===== config.mk =====
export PLATFORM = sky130hd
export DESIGN_NAME = inv_park_tf
export DESIGN_NICKNAME = d
export VERILOG_FILES = /design/src/rtl/tdef_pkg.sv /design/src/rtl/sat_add_s.sv /design/src/rtl/inv_park_tf.sv
export SDC_FILE = /design/constraint.sdc
export NUM_CORES = 1
export LEC_CHECK = 0
export BUFFER_PORTS_ARGS = -buffer_cell sky130_fd_sc_hd__buf_2
export CORE_MARGIN = 3
export CORE_UTILIZATION = 60
export DETAILED_ROUTE_END_ITERATION = 8
export PLACE_DENSITY = 0.79
export SLEW_MARGIN = 20
export SYNTH_ARGS = -nofsm -noshare
export SYNTH_HDL_FRONTEND = slang
export SYNTH_SLANG_ARGS = --single-unit

===== constraint.sdc =====
create_clock -name clk -period 25.6 [get_ports clk]
set_input_delay 2.56 -clock clk [delete_from_list [all_inputs] [get_ports clk]]
set_output_delay 2.56 -clock clk [all_outputs]
set_load 0.02 [all_outputs]

===== src/rtl/tdef_pkg.sv =====
// Shared datapath types for the motor-control blocks: signed word width, paired
// signed words, electrical-angle sin/cos bundle and the inverse-Park sequencer states.
package tdef_pkg;

  localparam int SYSRG_W = 16;

  typedef struct packed {
    logic signed [SYSRG_W-1:0] a;
    logic signed [SYSRG_W-1:0] b;
  } dbl_s_t;

  typedef struct packed {
    logic                      val;
    logic signed [SYSRG_W-1:0] ep_sin;
    logic signed [SYSRG_W-1:0] ep_cos;
  } epos_sincos_t;

  typedef enum logic [2:0] {
    IDLE = 3'd0,
    M0   = 3'd1,
    M1   = 3'd2,
    M2   = 3'd3,
    M3   = 3'd4
  } ipark_st_t;

endpackage


===== src/rtl/sat_add_s.sv =====
// Signed add/subtract of two SYSRG_W+1 operands, clamped to a SYSRG_W result.
// Purely combinational; clamp flags when the result was pinned to a rail.
module sat_add_s
  import tdef_pkg::*;
(
  input  logic signed [SYSRG_W:0]   a,
  input  logic signed [SYSRG_W:0]   b,
  input  logic                      op,
  output logic signed [SYSRG_W-1:0] y,
  output logic                      clamp
);

  localparam logic signed [SYSRG_W:0] MAX_V = {2'b00, {(SYSRG_W-1){1'b1}}};
  localparam logic signed [SYSRG_W:0] MIN_V = {2'b11, {(SYSRG_W-1){1'b0}}};

  logic signed [SYSRG_W:0] s;

  always_comb begin
    s     = op ? (a - b) : (a + b);
    y     = s[SYSRG_W-1:0];
    clamp = 1'b0;
    if (s > MAX_V) begin
      y     = MAX_V[SYSRG_W-1:0];
      clamp = 1'b1;
    end else if (s < MIN_V) begin
      y     = MIN_V[SYSRG_W-1:0];
      clamp = 1'b1;
    end
  end

endmodule


===== src/rtl/inv_park_tf.sv =====
// Inverse Park transform (dq -> alpha/beta) on one shared multiplier over four steps.
// Latency ie->oe 5 cycles; ie while busy is dropped and latches the sticky ovr flag.
module inv_park_tf
  import tdef_pkg::*;
#(
  parameter int SHIFT = SYSRG_W
) (
  input  logic         clk,
  input  logic         rst,
  input  logic         ie,
  input  dbl_s_t       dq_voltage,
  input  epos_sincos_t epos_sincos,
  output logic         busy,
  output logic         oe,
  output dbl_s_t       ab_voltage,
  output logic         sat,
  output logic         ovr
);

  localparam int PW = 2 * SYSRG_W;

  ipark_st_t state, state_nxt;

  logic signed [SYSRG_W-1:0] vd_r, vq_r, sin_r, cos_r;
  logic signed [SYSRG_W:0]   acc;
  logic signed [SYSRG_W-1:0] alpha_r;
  logic                      alpha_clamp;

  logic signed [SYSRG_W-1:0] mul_a, mul_b;
  logic signed [PW-1:0]      prod, prod_sh;
  logic signed [SYSRG_W:0]   prod_t;
  logic signed [SYSRG_W-1:0] sum_y;
  logic                      sum_clamp;
  logic                      unused_bits;

  assign busy = (state != IDLE);

  always_ff @(posedge clk) begin
    if (rst) state <= IDLE;
    else     state <= state_nxt;
  end

  always_comb begin
    state_nxt = state;
    case (state)
      IDLE:    if (ie) state_nxt = M0;
      M0:      state_nxt = M1;
      M1:      state_nxt = M2;
      M2:      state_nxt = M3;
      M3:      state_nxt = IDLE;
      default: state_nxt = IDLE;
    endcase
  end

  // Operand pairing per step: Vd*cos, Vq*sin, Vd*sin, Vq*cos.
  always_comb begin
    mul_a = vd_r;
    mul_b = cos_r;
    case (state)
      M1:      begin mul_a = vq_r; mul_b = sin_r; end
      M2:      begin mul_a = vd_r; mul_b = sin_r; end
      M3:      begin mul_a = vq_r; mul_b = cos_r; end
      default: begin mul_a = vd_r; mul_b = cos_r; end
    endcase
  end

  assign prod        = PW'(mul_a) * PW'(mul_b);
  assign prod_sh     = prod >>> SHIFT;
  assign prod_t      = prod_sh[SYSRG_W:0];
  assign unused_bits = ^{epos_sincos.val, prod_sh[PW-1:SYSRG_W+1]};

  sat_add_s u_sat_add (
    .a     (acc),
    .b     (prod_t),
    .op    (state == M1),
    .y     (sum_y),
    .clamp (sum_clamp)
  );

  always_ff @(posedge clk) begin
    if (rst) begin
      vd_r        <= '0;
      vq_r        <= '0;
      sin_r       <= '0;
      cos_r       <= '0;
      acc         <= '0;
      alpha_r     <= '0;
      alpha_clamp <= 1'b0;
      ab_voltage  <= '0;
      oe          <= 1'b0;
      sat         <= 1'b0;
      ovr         <= 1'b0;
    end else begin
      oe  <= 1'b0;
      sat <= 1'b0;
      if (ie && state != IDLE) ovr <= 1'b1;
      case (state)
        IDLE: if (ie) begin
          vd_r  <= dq_voltage.a;
          vq_r  <= dq_voltage.b;
          sin_r <= epos_sincos.ep_sin;
          cos_r <= epos_sincos.ep_cos;
        end
        M0: acc <= prod_t;
        M1: begin
          alpha_r     <= sum_y;
          alpha_clamp <= sum_clamp;
        end
        M2: acc <= prod_t;
        M3: begin
          ab_voltage.a <= alpha_r;
          ab_voltage.b <= sum_y;
          oe           <= 1'b1;
          sat          <= alpha_clamp | sum_clamp;
        end
        default: ;
      endcase
    end
  end

endmodule

---- After elaboration in Yosys (flattened, before gate mapping) ----
Index checks and enable logic that the tools add are counted.
word-level totals
  register bits ........................... 135
  latch bits .............................. 0
  memory bits (writable) .................. 0
  ROM bits ................................ 0
  output and inout port bits .............. 36
  word-level logic and storage cells ...... 43
  memories kept ........................... 0
cells by class
  $add $sub $neg .......................... 2
  $mul .................................... 1
  div/mod/pow operators ................... 0
  order comparisons ....................... 2
  equal/unequal tests ..................... 5
  shift operators ......................... 0
  multiplexer cells ....................... 10
  bitwise gates (word level) .............. 2
  reduce and logical (&&, ||, !) cells .... 8
operators by type and width
  kind                                                   count
  two-way mux 16 bit                                     4
  multiplier 16 x 16 -> 32 bit                           1
  adder 16 x 16 -> 17 bit                                1
  > comparator 17 x 16 -> 1 bit (second input constant)  1
  < comparator 17 x 16 -> 1 bit (second input constant)  1
  two-way mux 17 bit                                     1
  subtractor 16 x 16 -> 17 bit                           1
  case mux 3 bit (4 select lines)                        1
  OR reduction 2 bit                                     4
  equality test 3 x 2 -> 1 bit (second input constant)   2
  equality test 3 x 1 -> 1 bit (second input constant)   1
  equality test 3 bit (second input constant)            1
  zero test 3 bit                                        1
  two-way mux 1 bit                                      3
  two-way mux 3 bit                                      1
  nonzero test 3 bit                                     1
  != test 2 bit (second input constant)                  1
  AND reduction 2 bit                                    1
  logical AND 1 bit                                      1
  NOT 1 bit                                              1
  OR 1 bit                                               1

---- Longest topological paths before layout ----
  depth after elaboration ................. 10
  gate-level depth with buffers ........... 47
  mapped depth without buffers ............ 42

---- Modules after synthesis ----
Synthesis repeated with hierarchy kept, for this count alone.
unflattened totals
  cell total of the unflattened synthesis .. 1,880
  area total of the unflattened synthesis .. 16,052.9 µm²
modules (own cells, without submodules)
  module       times used  cells each  area each (µm²)  seq. area each (µm²)
  inv_park_tf  1           1,707       14,705.4         2,702.6
  sat_add_s    1           173         1,347.5          0.0

---- Worst setup path after synthesis ----
No wires, ideal clock.
  path kind ............................... reg-to-reg
  from .................................... register state[1]
  to ...................................... register alpha_r[11]
  library setup time ...................... 128 ps
  data arrival time ....................... 10,708 ps
  path slack .............................. 14,765 ps
  stages on the path, launching flop included .. 45
  path buffers ............................ 6
  clock period less this slack ............ 10,835 ps
  cells stage by stage .................... dfxtp_1 > buf_6 > xnor2_2 > nor2_1 > clkbuf_1 > buf_1 > mux2i_1 > nor2_1 > fa_1 > inv_1 > fa_1 > inv_1 > fa_1 > fa_1 > fa_1 > inv_1 > fa_1 > inv_1 > (+9 left out) > ha_1 > nand2_1 > mux2_2 > or2_2 > o41ai_1 > xnor2_1 > ha_1 > a21o_1 > a21o_1 > o311ai_0 > a21oi_1 > o311a_1 > buf_2 > xnor2_1 > clkbuf_1 > a21oi_1 > a22oi_1 > nor2_1
between the ends
  cells in the longest elaborated chain, start to end .. 9
ends and longest elaborated chain
  what                                                                     RTL line            source
  from (decl)                                                              inv_park_tf.sv:22   ipark_st_t state, state_nxt;
  from (signal assigned)                                                   inv_park_tf.sv:40   else state <= state_nxt;
  equality test 3 bit (tied with other cells)                              inv_park_tf.sv:59   case (state)
  OR reduction 2 bit (no line)                                             --
  two-way mux 16 bit                                                       inv_park_tf.sv:59
  multiplier 16 x 16 -> 32 bit                                             inv_park_tf.sv:67   assign prod = PW'(mul_a) * PW'(mul_b);
  adder 16 x 16 -> 17 bit or subtractor 16 x 16 -> 17 bit (tied branches)  sat_add_s.sv:19     s = op ? (a - b) : (a + b);
  two-way mux 17 bit                                                       sat_add_s.sv:19
  < comparator 17 x 16 -> 1 bit                                            sat_add_s.sv:25     end else if (s < MIN_V) begin
  two-way mux 16 bit                                                       sat_add_s.sv:25
  two-way mux 16 bit                                                       sat_add_s.sv:22     if (s > MAX_V) begin
  to (signal assigned)                                                     inv_park_tf.sv:106  alpha_r <= sum_y;
  to (decl)                                                                inv_park_tf.sv:26   logic signed [SYSRG_W-1:0] alpha_r;
Parallel ways exist; a longest one is shown, timed or not.
A chain may end at the register's enable or synchronous reset.

---- Worst setup path after layout ----
  from .................................... register state[1]
  to ...................................... register alpha_r[2]
between the ends
  cells in the longest elaborated chain, start to end .. 9
ends and longest elaborated chain
  what                                                                     RTL line           source
  equality test 3 bit or equality test 3 x 2 -> 1 bit (tied branches)      inv_park_tf.sv:59
  OR reduction 2 bit (no line)                                             --
  two-way mux 16 bit                                                       inv_park_tf.sv:59
  multiplier 16 x 16 -> 32 bit (*)                                         inv_park_tf.sv:67
  via prod[16]                                                             inv_park_tf.sv:30  logic signed [PW-1:0] prod, prod_sh;
  adder 16 x 16 -> 17 bit or subtractor 16 x 16 -> 17 bit (tied branches)  sat_add_s.sv:19
  two-way mux 17 bit (*)                                                   sat_add_s.sv:19
  < comparator 17 x 16 -> 1 bit                                            sat_add_s.sv:25
  two-way mux 16 bit                                                       sat_add_s.sv:25
  two-way mux 16 bit (*)                                                   sat_add_s.sv:22
Mark *: on every way through the listed nets, which the timed path passes. The rest lies on a longest branch.

==> results.py <==
metrics = {
    "status": {
        "status": "completed",
    },
    "worst_setup_path": {
        "path_common_cell": "sky130_fd_sc_hd__fa_1",
        "timing.critical_path.to_type": "flop",
        "critPathMaxFanout": 30,
        "arrival_ns": 12.53,
        "timing.critical_path.required_ns": 25.94,
        "startpoint_type": "flop",
        "cp_slowest_stage_delay_ns": 0.99,
        "critical-path-slowest-cell": "sky130_fd_sc_hd__mux2i_1",
        "worstSetupPathType": "flop to flop",
    },
    "clock_network": {
        "path_clk_slew_ns": 0.06,
        "cts_htree_levels": 4,
        "root_buffer": "sky130_fd_sc_hd__clkbuf_16",
        "postCtsHoldBufs": 0,
        "post_cts_setup_buffers": 0,
        "max-clock-path-buffers": 2,
        "cts_buffer_count": 17,
        "clk-insertion-delay-late_ns": 0.43,
        "tritoncts": "yes",
        "cts.sinks": 135,
        "ctsResizeCount": 0,
    },
    "power": {
        "clock_power_share": 0.177,
        "max-vdd-ir-drop_mv": 0.08899,
        "sequentialPowerShare": 0.191,
        "total_switching_power_mw": 0.6147,
        "cell_internal_pwr_mw": 0.6509,
        "netSwitchingFraction": 0.4857,
        "power.leakage_nw": 8.388,
        "combinationalPowerShare": 0.632,
        "powerDensity_nw_per_um2": 69.08,
    },
    "die": {
        "floorplan.initialDensity": 0.6199,
        "fp.dieW_um": 174.0,
        "total_die_area_sq_um": 30280,
        "fp.dieH_um": 174.0,
        "placementRows": 60,
        "design.portCount": 104,
        "core_area_sq_um": 27330,
    },
    "yosys": {
        "synth_enable_flop_cells": 0,
        "synth.top_cell.area_share": 0.3096,
        "synthesis.nets": 2439,
        "post-synth-top-area-cell": "sky130_fd_sc_hd__fa_1",
        "synthesis.area_sq_um": 16940,
        "synth_top_cells_by_count": "sky130_fd_sc_hd__nand2_1 (346), sky130_fd_sc_hd__inv_1 (315), sky130_fd_sc_hd__fa_1 (262)",
        "syn_area_per_cell_sq_um": 8.415,
        "synthTopCellsByArea": "sky130_fd_sc_hd__fa_1 (31%), sky130_fd_sc_hd__dfxtp_1 (16%), sky130_fd_sc_hd__nand2_1 (7.7%)",
        "synth_top_flop_cell": "sky130_fd_sc_hd__dfxtp_1",
        "yosys_register_bits": 135,
        "netlist_instances": 2013,
        "yosys_warnings": 0,
        "yosys.cell_count.top_type": "sky130_fd_sc_hd__nand2_1",
        "ys_async_sr_fraction": 0,
        "synth.lib_cells_used.distinct": 85,
        "synth-seq-area-share": 0.1596,
    },
    "placement": {
        "place.port_buffers": 102,
        "pre_cts_ws_ns": 13.72,
        "hpwl_um": 36080,
        "placedCellCount": 2429,
        "placedInstanceArea_sq_um": 17790,
        "gp_routability_congestion": 0.9506,
    },
    "timing": {
        "period_needed_ns": 12.19,
        "setup_slack_ns": 13.41,
        "setup_viol": 0,
        "max-slew-margin-rel": 0.2038,
        "clock.fmax_mhz": 82.06,
        "setup_repair_after_global_routing_missed_its_margin": "false",
        "fin_crit_sh": 0.4760,
        "timing_max_transition_violations_final": 0,
        "max_slew.worst_pin.slew_ns": 1.161,
        "final_hold_viol_count": 0,
        "timing.clock.skew_ns": 0.008301,
        "setup_tns_final_ns": 0,
    },
    "final_layout": {
        "post_layout_nonfiller_instances": 2460,
        "area_delta_synth_final_pct": 8.170,
        "finalInstanceArea_sq_um": 18320,
        "nNetsFinal": 2502,
        "insertedDiodeCount": 0,
        "layout-drive-gt1-share": 0.1164,
        "fillCellCount": 2252,
    },
    "routing": {
        "route.detailed.vias_per_inst": 5.796,
        "via_count": 14257,
        "route.antenna.remaining_nets": 0,
        "starting_drc_count_in_detailed_routing": 1277,
        "routedWlPerCell_um": 18.22,
        "drcViolationCount": 0,
        "routed_wl_um": 44820,
        "drt_first_pass_iters": 6,
    },
    "flow_run": {
        "cap_viol_max_count": 0,
    },
    "hold_path": {
        "min-delay-path-class": "flop to flop",
    },
    "global_routing": {
        "antenna_violations_before_repair": 0,
        "grt-ovfl-total": 0,
        "grt_pass1_wl_um": 75450,
        "grt_start_max_net_pins": 77,
        "grt_usage": 0.3086,
        "grt_pass1_vias": 15056,
    },
}
==> placed cells by master (no fill, tap or decap), types with 23 or more instances in the layout <==
master                    netlist  final
sky130_fd_sc_hd__nand2_1      346    345
sky130_fd_sc_hd__inv_1        315    315
sky130_fd_sc_hd__fa_1         262    262
sky130_fd_sc_hd__nor2_1       221    220
sky130_fd_sc_hd__a21oi_1      151    151
sky130_fd_sc_hd__dfxtp_1      135    135
sky130_fd_sc_hd__buf_2          1    101
sky130_fd_sc_hd__ha_1          96     96
sky130_fd_sc_hd__o21ai_0       41     41
sky130_fd_sc_hd__mux2i_1       32     30
sky130_fd_sc_hd__xnor2_1       30     29
sky130_fd_sc_hd__mux2_2        28     28
sky130_fd_sc_hd__buf_4          1     23
==> area by class of cell <==
type	instances	area, sq um	area share
multi-input cells	1483	12760	0.6965
well taps	372	465.4	0.02540
clock inverters	11	76.32	0.004166
repair buffers	124	678.2	0.03701
flip-flops and latches	135	2703	0.1475
inverters	315	1182	0.06453
clock buffers	20	456.7	0.02492
==> path summary, 6_finish.rpt <==
| path | start | end | slack (ns) | cells past startpoint |
|---|---|---|---|---|
| setup reg to reg | state[1] | alpha_r[2] | 13.41 | 38 |
| hold / removal | alpha_r[0] | ab_voltage[16] | 0.44 | 2 |
| setup / recovery | state[1] | alpha_r[2] | 13.41 | 38 |
| hold reg to reg | alpha_r[0] | ab_voltage[16] | 0.44 | 2 |
==> state kept, by name, indices dropped and copies added, names as in the netlist <==
name	count
ovr	1
ab_voltage	32
sat	1
vd_r	16
acc	16
sin_r	16
cos_r	16
oe	1
vq_r	16
alpha_clamp	1
state	3
alpha_r	16
==> metrics by stage <==
stage,total power [mW],util,hold WS [ns]
floorplan,0.8320,-,0.4320
global placement,1.008,0.6509,0.4397
detailed placement,1.025,0.6510,0.4463
CTS,1.259,0.6705,0.4520
global route,1.360,0.6705,0.4605
finish,1.266,0.6705,0.4447
==> worst max-delay path: cells and delay by family (launching register included) <==
| family | cells | cell delay, ns |
|---|---|---|
| xor gates and xnor gates | 3 | 0.50 |
| muxes | 2 | 1.30 |
| buffers and inverters | 6 | 0.53 |
| adders and majority gates | 10 | 4.27 |
| DFF | 1 | 0.62 |
| and+or+nand+nor | 10 | 2.69 |
| AOI/OAI and AO/OA | 7 | 2.16 |
==> kinds of logic (layout without fill, tap and decap cells) <==
kind of cell,Yosys count,in the layout,synth area share
DFF,135,135,0.1596
buffers and inverters,395,470,0.08871
xor gates and xnor gates,53,53,0.03073
and+or+nand+nor,676,676,0.1695
muxes,62,62,0.03900
adders and majority gates,369,369,0.3876
AOI/OAI and AO/OA,323,323,0.1249
==> power groups by stage <==
stage               clock, mW  sequential (mW)  combinational [mW]
finish                  0.224            0.242               0.799
global placement            0            0.245               0.763
floorplan                   0            0.242               0.590
detailed placement          0            0.246               0.779
global route            0.235            0.244               0.880
CTS                     0.227            0.241               0.791
==> routing by layer <==
metal	global-route usage	vias up	wire length, um
met5	0	-	0
met4	0.1568	0	2388
met3	0.06706	154	3795
met2	0.5086	653	21440
met1	0.3840	6931	17200
li1	-	6519	-
(Power assumes the default switching activity.)
